$ cat src/rtl/am2900_pkg.sv
// Shared constants for the Am2910-style next-address controller:
// next-address opcodes and sequencer source-select encodings.
package am2900_pkg;

    typedef enum logic [3:0] {
        OP_JZ   = 4'd0,
        OP_CJS  = 4'd1,
        OP_JMAP = 4'd2,
        OP_CJP  = 4'd3,
        OP_PUSH = 4'd4,
        OP_JSRP = 4'd5,
        OP_CJV  = 4'd6,
        OP_JRP  = 4'd7,
        OP_RFCT = 4'd8,
        OP_RPCT = 4'd9,
        OP_CRTN = 4'd10,
        OP_CJPP = 4'd11,
        OP_LDCT = 4'd12,
        OP_LOOP = 4'd13,
        OP_CONT = 4'd14,
        OP_TWB  = 4'd15
    } op_e;

    localparam logic [1:0] S_UPC = 2'b00;
    localparam logic [1:0] S_AR  = 2'b01;
    localparam logic [1:0] S_STK = 2'b10;
    localparam logic [1:0] S_D   = 2'b11;

    localparam logic [2:0] STK_MAX = 3'd4;

endpackage

$ cat src/rtl/loop_counter.sv
// 8-bit loop counter with load, non-wrapping decrement and zero flag.
// Load wins over decrement.
module loop_counter (
    input  logic       clk,
    input  logic       rst,
    input  logic       load,
    input  logic       dec,
    input  logic [7:0] d,
    output logic       zero
);

    logic [7:0] cnt;

    always_ff @(posedge clk) begin
        if (rst) begin
            cnt <= '0;
        end else if (load) begin
            cnt <= d;
        end else if (dec && cnt != '0) begin
            cnt <= cnt - 8'd1;
        end
    end

    assign zero = (cnt == '0);

endmodule

$ cat src/rtl/next_address_ctrl.sv
// Next-address instruction decoder driving an Am2909/2911 sequencer,
// with loop counter and tracked stack depth / sticky stack error.
module next_address_ctrl
    import am2900_pkg::*;
(
    input  logic       CP,
    input  logic       RST,
    input  logic [3:0] I,
    input  logic       TEST,
    input  logic       POL,
    input  logic [7:0] CNT_D,
    output logic [1:0] S,
    output logic       FE,
    output logic       PUP,
    output logic       RE,
    output logic       ZERO,
    output logic       PL_OE,
    output logic       MAP_OE,
    output logic       VECT_OE,
    output logic       CNT_ZERO,
    output logic [2:0] DEPTH,
    output logic       STK_ERR
);

    op_e        op;
    logic       pass;
    logic       push_req;
    logic       pop_req;
    logic       push_ok;
    logic       pop_ok;
    logic       stk_fault;
    logic       cnt_load;
    logic       cnt_dec;
    logic [2:0] depth;
    logic       stk_err;

    assign op   = op_e'(I);
    assign pass = TEST ^ POL;

    always_comb begin
        S        = S_UPC;
        RE       = 1'b1;
        ZERO     = 1'b1;
        PL_OE    = 1'b0;
        MAP_OE   = 1'b1;
        VECT_OE  = 1'b1;
        push_req = 1'b0;
        pop_req  = 1'b0;
        cnt_load = 1'b0;
        cnt_dec  = 1'b0;
        unique case (op)
            OP_JZ:   ZERO = 1'b0;
            OP_CJS: begin
                if (pass) begin
                    S        = S_D;
                    push_req = 1'b1;
                end
            end
            OP_JMAP: begin
                S      = S_D;
                MAP_OE = 1'b0;
                PL_OE  = 1'b1;
            end
            OP_CJP:  if (pass) S = S_D;
            OP_PUSH: begin
                push_req = 1'b1;
                cnt_load = pass;
            end
            OP_JSRP: begin
                S        = pass ? S_D : S_AR;
                push_req = 1'b1;
            end
            OP_CJV: begin
                if (pass) begin
                    S       = S_D;
                    VECT_OE = 1'b0;
                    PL_OE   = 1'b1;
                end
            end
            OP_JRP:  S = pass ? S_D : S_AR;
            OP_RFCT: begin
                if (!CNT_ZERO) begin
                    S       = S_STK;
                    cnt_dec = 1'b1;
                end else begin
                    pop_req = 1'b1;
                end
            end
            OP_RPCT: begin
                if (!CNT_ZERO) begin
                    S       = S_D;
                    cnt_dec = 1'b1;
                end
            end
            OP_CRTN: begin
                if (pass) begin
                    S       = S_STK;
                    pop_req = 1'b1;
                end
            end
            OP_CJPP: begin
                if (pass) begin
                    S       = S_D;
                    pop_req = 1'b1;
                end
            end
            OP_LDCT: begin
                cnt_load = 1'b1;
                RE       = 1'b0;
            end
            OP_LOOP: begin
                if (pass) pop_req = 1'b1;
                else      S = S_STK;
            end
            OP_CONT: S = S_UPC;
            OP_TWB: begin
                if (pass) begin
                    S       = S_D;
                    pop_req = 1'b1;
                end else if (!CNT_ZERO) begin
                    S       = S_STK;
                    cnt_dec = 1'b1;
                end else begin
                    pop_req = 1'b1;
                end
            end
        endcase
        // Reset restarts the sequencer at address 0 and cancels all state ops
        if (RST) begin
            S        = S_UPC;
            RE       = 1'b1;
            ZERO     = 1'b0;
            PL_OE    = 1'b0;
            MAP_OE   = 1'b1;
            VECT_OE  = 1'b1;
            push_req = 1'b0;
            pop_req  = 1'b0;
            cnt_load = 1'b0;
            cnt_dec  = 1'b0;
        end
    end

    assign push_ok   = push_req && (depth != STK_MAX);
    assign pop_ok    = pop_req && (depth != 3'd0);
    assign stk_fault = (push_req && !push_ok) || (pop_req && !pop_ok);

    assign FE  = !(push_ok || pop_ok);
    assign PUP = push_ok;

    always_ff @(posedge CP) begin
        if (RST) begin
            depth   <= '0;
            stk_err <= 1'b0;
        end else begin
            if (push_ok)     depth <= depth + 3'd1;
            else if (pop_ok) depth <= depth - 3'd1;
            if (stk_fault)   stk_err <= 1'b1;
        end
    end

    loop_counter u_cnt (
        .clk  (CP),
        .rst  (RST),
        .load (cnt_load),
        .dec  (cnt_dec),
        .d    (CNT_D),
        .zero (CNT_ZERO)
    );

    assign DEPTH   = depth;
    assign STK_ERR = stk_err;

endmodule

$ cat config.mk
export PLATFORM = sky130hd
export DESIGN_NAME = next_address_ctrl
export DESIGN_NICKNAME = d
export VERILOG_FILES = /design/src/rtl/am2900_pkg.sv /design/src/rtl/loop_counter.sv /design/src/rtl/next_address_ctrl.sv
export SDC_FILE = /design/constraint.sdc
export NUM_CORES = 1
export LEC_CHECK = 0
export CORE_MARGIN = 3
export CORE_UTILIZATION = 32
export CTS_CLUSTER_SIZE = 8
export DETAILED_ROUTE_END_ITERATION = 16
export GPL_TIMING_DRIVEN = 0
export SETUP_SLACK_MARGIN = 0.1
export SLEW_MARGIN = 20
export SYNTH_ARGS = -nofsm -noshare
export SYNTH_HDL_FRONTEND = slang
export SYNTH_SLANG_ARGS = --single-unit
$ cat constraint.sdc
create_clock -name CP -period 3.35 [get_ports CP]
set_input_delay 1.005 -clock CP [delete_from_list [all_inputs] [get_ports CP]]
set_output_delay 1.005 -clock CP [all_outputs]
set_load 0.05 [all_outputs]
== After elaboration in Yosys (flattened, before gate mapping) ==
Cells that the tools add are included.

* Register bits after elaboration: 12
* Output and inout bits: 14
* Logic and storage cells: 80

* Add/sub/neg operators: 3
* Equal/unequal tests: 15
* Mux-type cells: 37
* Bitwise operators: 1
* Reduce and logical (&&, ||, !) cells: 21

{| class="wikitable"
|+ Operators with widths
! kind !! count
|-
| == test 4 bit, second input constant || 7
|-
| two-way mux 1 bit || 19
|-
| == test 4 x 3 -> 1 bit, second input constant || 4
|-
| two-way mux 2 bit || 8
|-
| two-way mux 8 bit || 2
|-
| one-hot mux 2 bit (8 select lines) || 1
|-
| == test 4 x 2 -> 1 bit, second input constant || 2
|-
| logical NOT 8 bit || 1
|-
| one-hot mux 1 bit (2 select lines) || 4
|-
| nonzero test 8 bit || 1
|-
| subtractor 8 x 1 -> 8 bit, second input constant || 1
|-
| two-way mux 3 bit || 2
|-
| OR reduction 2 bit || 3
|-
| logical AND 1 bit || 5
|-
| == test 4 x 1 -> 1 bit, second input constant || 1
|-
| logical NOT 4 bit || 1
|-
| nonzero test 2 bit || 2
|-
| OR reduction 4 bit || 1
|-
| adder 3 x 1 -> 3 bit, second input constant || 1
|-
| logical NOT 1 bit || 3
|-
| inequality test 3 bit, second input constant || 1
|-
| one-hot mux 1 bit (3 select lines) || 1
|-
| nonzero test 3 bit || 1
|-
| OR reduction 3 bit || 1
|-
| other kinds (3) || 4
|}

== Logic depth before layout (Yosys ltp) ==
* Depth after elaboration: 9
* Mapped depth: 10
* Mapped depth without buffers: 9

== Cells and area by module ==
A second synthesis with hierarchy kept.

* Cells, all modules: 141
* Area total of the unflattened synthesis: 1061.0 µm²

{| class="wikitable"
|+ By module, submodules not included
! module !! instances !! cells each !! area an instance (µm²) !! sequential area each (µm²)
|-
| next_address_ctrl || 1 || 82 || 545.5 || 80.1
|-
| loop_counter || 1 || 59 || 515.5 || 160.2
|}

== Worst setup path after synthesis ==
OpenSTA, ideal clock, no wires.

* Kind: input to output
* Start point: input port I[0]
* End point: output port S[1]
* Arrival: 2.865 ns
* Data required time: 2.345 ns
* Setup slack: -0.520 ns
* Cell stages on the path: 5
* Cells stage by stage: clkbuf_1 nor2b_1 o21ai_0 nand2_1 a311oi_1

* Cells in the longest elaborated chain, start to end: 4

{| class="wikitable"
|+ RTL lines
! item !! line !! text
|-
| from (decl) || next_address_ctrl.sv:8 || <nowiki>input logic [3:0] I,</nowiki>
|-
| == test 4 bit (tied with other cells) || next_address_ctrl.sv:51 || <nowiki>unique case (op)</nowiki>
|-
| OR reduction 4 bit (no line) / OR reduction 2 bit (equally long branches) || -- ||
|-
| one-hot mux 2 bit (8 select lines) (*) || next_address_ctrl.sv:51 ||
|-
| two-way mux 2 bit (*) || next_address_ctrl.sv:129 || <nowiki>if (RST) begin</nowiki>
|-
| to (decl) || next_address_ctrl.sv:12 || <nowiki>output logic [1:0] S,</nowiki>
|}

Every way passes the cells marked *; elsewhere a longest branch is shown, timed or not.

== Worst setup path in the final report ==
* Start point: input port RST
* End point: output port FE

* Cells in the longest elaborated chain, start to end: 4

{| class="wikitable"
|+ RTL lines
! item !! line !! text
|-
| from (decl) || next_address_ctrl.sv:7 || <nowiki>input logic RST,</nowiki>
|-
| two-way mux 1 bit || next_address_ctrl.sv:129 ||
|-
| logical AND 1 bit, on equally long branches || next_address_ctrl.sv:143, next_address_ctrl.sv:144 ||
|-
| logical OR 1 bit (*) || next_address_ctrl.sv:147 || <nowiki>assign FE = !(push_ok || pop_ok);</nowiki>
|-
| logical NOT 1 bit (*) || next_address_ctrl.sv:147 ||
|-
| to (decl) || next_address_ctrl.sv:13 || <nowiki>output logic FE,</nowiki>
|}

Marks and branches as above.

==> results.py <==
metrics = {
    "clocking": {
        "cts_root_buf": "clkbuf_4",
        "cts.reportedPaths.clkPinSlew_ns": 0.08,
        "clock-sinks": 12,
        "cts_htree_levels": 1,
        "cts_tree": "yes",
        "clk_latency_ns": 0.28,
        "cts_buffers": 3,
        "cts_buffer_depth": 2,
        "hold_buffers": 0,
    },
    "outcome": {
        "status": "complete, no violations",
    },
    "drt": {
        "first_pass_iters": 4,
        "drc": 0,
        "ant_nets": 0,
        "first_iter_violations": 35,
        "vias_per_cell": 5.25,
        "wl_um": 2790,
        "wl_per_cell_um": 13.1,
        "dr_total_vias": 1123,
    },
    "logic_synthesis": {
        "synth-seq-cells": 12,
        "synth_ff_type": "dfxtp_1",
        "synthCells": 133,
        "synth_compound_area_frac": 0.313,
        "yosys.cell_types.count": 52,
        "yosys-top-cells-area": "dfxtp_1 22%, a22o_1 6.5%, nor2_1 4.8%",
        "ys_seq_area_frac": 0.221,
        "synth.top_cell.area_share": 0.221,
        "synth_fp_nets": 152,
        "synth_edf_count": 0,
        "synth_top_family_by_area": "compound AO/OA/AOI/OAI gates",
        "synthArstFlopShare": 0,
        "avgSynthCellArea_um2": 8.17,
        "synth.largest_area_cell": "dfxtp_1",
        "synthAdderAreaFrac": 0.0415,
        "ys_warn_count": 0,
        "syn_area_um2": 1090,
        "yosys.area_share.simple": 0.260,
        "synth_mux_area_frac": 0.0184,
        "synthXorXnorAreaFrac": 0.0818,
    },
    "global_route": {
        "antenna_found_initial": 0,
        "grt_max_degree": 11,
        "grt_overflow_total": 0,
        "grt.total_usage": 0.145,
        "grt_pass1_vias": 1141,
        "grt_pass1_wl_um": 4880,
    },
    "layout": {
        "drive_gt1_frac": 0.341,
        "final_nets": 190,
        "syn2layout_area_growth_pct": 46.3,
        "antenna_cells": 0,
        "fill_cells": 346,
        "layout_common_cells": "12 x dfxtp_1, 12 x nor2_1, 12 x clkdlybuf4s50_1",
    },
    "worst_setup_path": {
        "cp-end-kind": "output pin",
        "cp_slowest_cell": "or4b_4",
        "startpoint_type": "primary input",
        "cp_max_fo": 3,
        "cp.arrival_ns": 2.29,
        "worst-r2r-cell-count": 9,
        "crit_chain": "clkbuf_16 -> or4b_4 -> o22ai_4 -> a21boi_4 -> a21oi_4 -> buf_6",
        "cp_num_buf_inv": 2,
        "critPathKind": "primary input to output pin",
        "path_delay_family": "simple AND/OR/NAND/NOR gates",
        "cp.depth": 6,
        "r2r-start": "u_cnt.cnt[0]",
        "regToRegSetupSlack_ns": 1.12,
        "reg2reg_to": "DEPTH[2]",
        "crit_required_ns": 2.34,
        "slowest_delay_ns": 0.52,
    },
    "timing": {
        "hold_ws_ns": 0.452,
        "min_period_ns": 3.30,
        "worstMarginPinSlew_ns": 0.560,
        "finalWorstSetupSlack_ns": 0.0508,
        "fmax_mhz": 303,
        "slew_violations": 0,
        "rsz0062_at_grt": "yes",
        "setup_viol": 0,
        "post-route-period-util": 0.985,
        "fin_skew_ns": 0.00133,
        "final.setup.tns_ns": 0,
        "slew_headroom": 0.626,
        "hold_viol_final": 0,
    },
    "hold_path": {
        "min-delay-start": "STK_ERR",
        "min_to": "STK_ERR",
        "hold_depth": 2,
        "holdCritPathClass": "flip-flop to flip-flop",
    },
    "place": {
        "io_buffer_count": 27,
        "place_ws_ns": -1.13,
        "routabilityCongestion": 0.894,
        "hpwl_um": 2130,
    },
    "power": {
        "power_per_cell_area_nw_per_um2": 392,
        "power.leakage_nw": 0.601,
        "peakVddDrop_mv": 0.255,
        "power_uw": 622,
    },
    "floorplanning": {
        "fp.dieH_um": 64.3,
        "num_rows": 20,
        "io_pins": 30,
        "die_w_um": 64.3,
        "initial_utilization": 0.344,
        "coreArea_um2": 3150,
        "dieArea_um2": 4130,
    },
    "job": {
        "cap_violations": 0,
    },
}
-- worst register-to-register path, delay by kind of cell, from the launching register on --
family,cells,cell delay [ns]
simple gates,3,0.84
compound gates,2,0.43
buf+inv,3,0.36
flops,1,0.34
fa+ha+maj,1,0.18
-- registers in the layout, indices dropped and copies added (netlist names) --
signal / cells
u_cnt.cnt: 8
DEPTH: 3
STK_ERR: 1
-- metrics by stage --
step           std cells  instance area, um^2  utilization
6_report             214                 1590        0.504
5_1_grt              214                 1590        0.504
4_1_cts              213                 1590        0.504
3_5_place_dp         204                 1460        0.464
3_3_place_gp         204                 1460        0.464
2_1_floorplan        133                 1140            -
-- where the power goes --
part / switching [mW] / internal [mW]
Clock: 0.0519 / 0.0661
Sequential: 0.0206 / 0.159
Combinational: 0.192 / 0.133
Total: 0.264 / 0.358
-- layout make-up --
class	count	area (um^2)	area share
multi-input combinational	105	863	0.543
timing repair buffer	33	288	0.181
sequential	12	240	0.151
buffer	7	72.6	0.0457
tap	44	55.1	0.0346
clock buffer	4	36.3	0.0228
inverter	9	33.8	0.0213
-- repair_timing --
item                                    CTS  global route
pin swaps                                 3             5
gates resized for setup                  72            18
endpoints found under the setup margin   12             9
buffers inserted                          5             1
-- worst max path at each step --
stage          slack (ns)   end  from
2_1_floorplan       -0.16    FE   RST
3_3_place_gp        -1.07  S[0]  I[0]
3_5_place_dp        -1.13  S[0]  I[0]
4_1_cts              0.02    FE   RST
5_1_grt              0.02    FE   RST
6_report             0.05    FE   RST
-- synth_stat cells (2+ instances only) --
library cell and n:
nor3_1 9, ha_1 2, nor3b_1 2, nor2_1 14
clkbuf_1 5, inv_1 8, nand2b_1 2, nor4b_1 2
dfxtp_1 12, a22oi_1 2, o21ai_0 5, o211ai_1 3
xnor2_1 2, a22o_1 8, nand2_1 7, xor2_1 5
a21oi_1 8, nor2b_1 2, mux2i_1 2
-- cells by family after synthesis --
kind of cell | after synthesis
flip-flops | 12
AND/OR/NAND/NOR | 50
XOR/XNOR | 8
multiplexers | 2
AO/OA/AOI/OAI | 42
adder cells (fa/ha/maj) | 3
buffers and inverters | 16
-- routing by layer --
metal / part of all wire / track usage / vias up / routed length, um
li1: - / - / 569 / -
met1: 0.45 / 0.168 / 526 / 1260
met2: 0.49 / 0.269 / 24 / 1380
met3: 0.047 / 0.0334 / 4 / 132
met4: 0.0072 / 0.0290 / 0 / 20
met5: 0 / 0 / - / 0
Power figures use the tool's default switching activity.
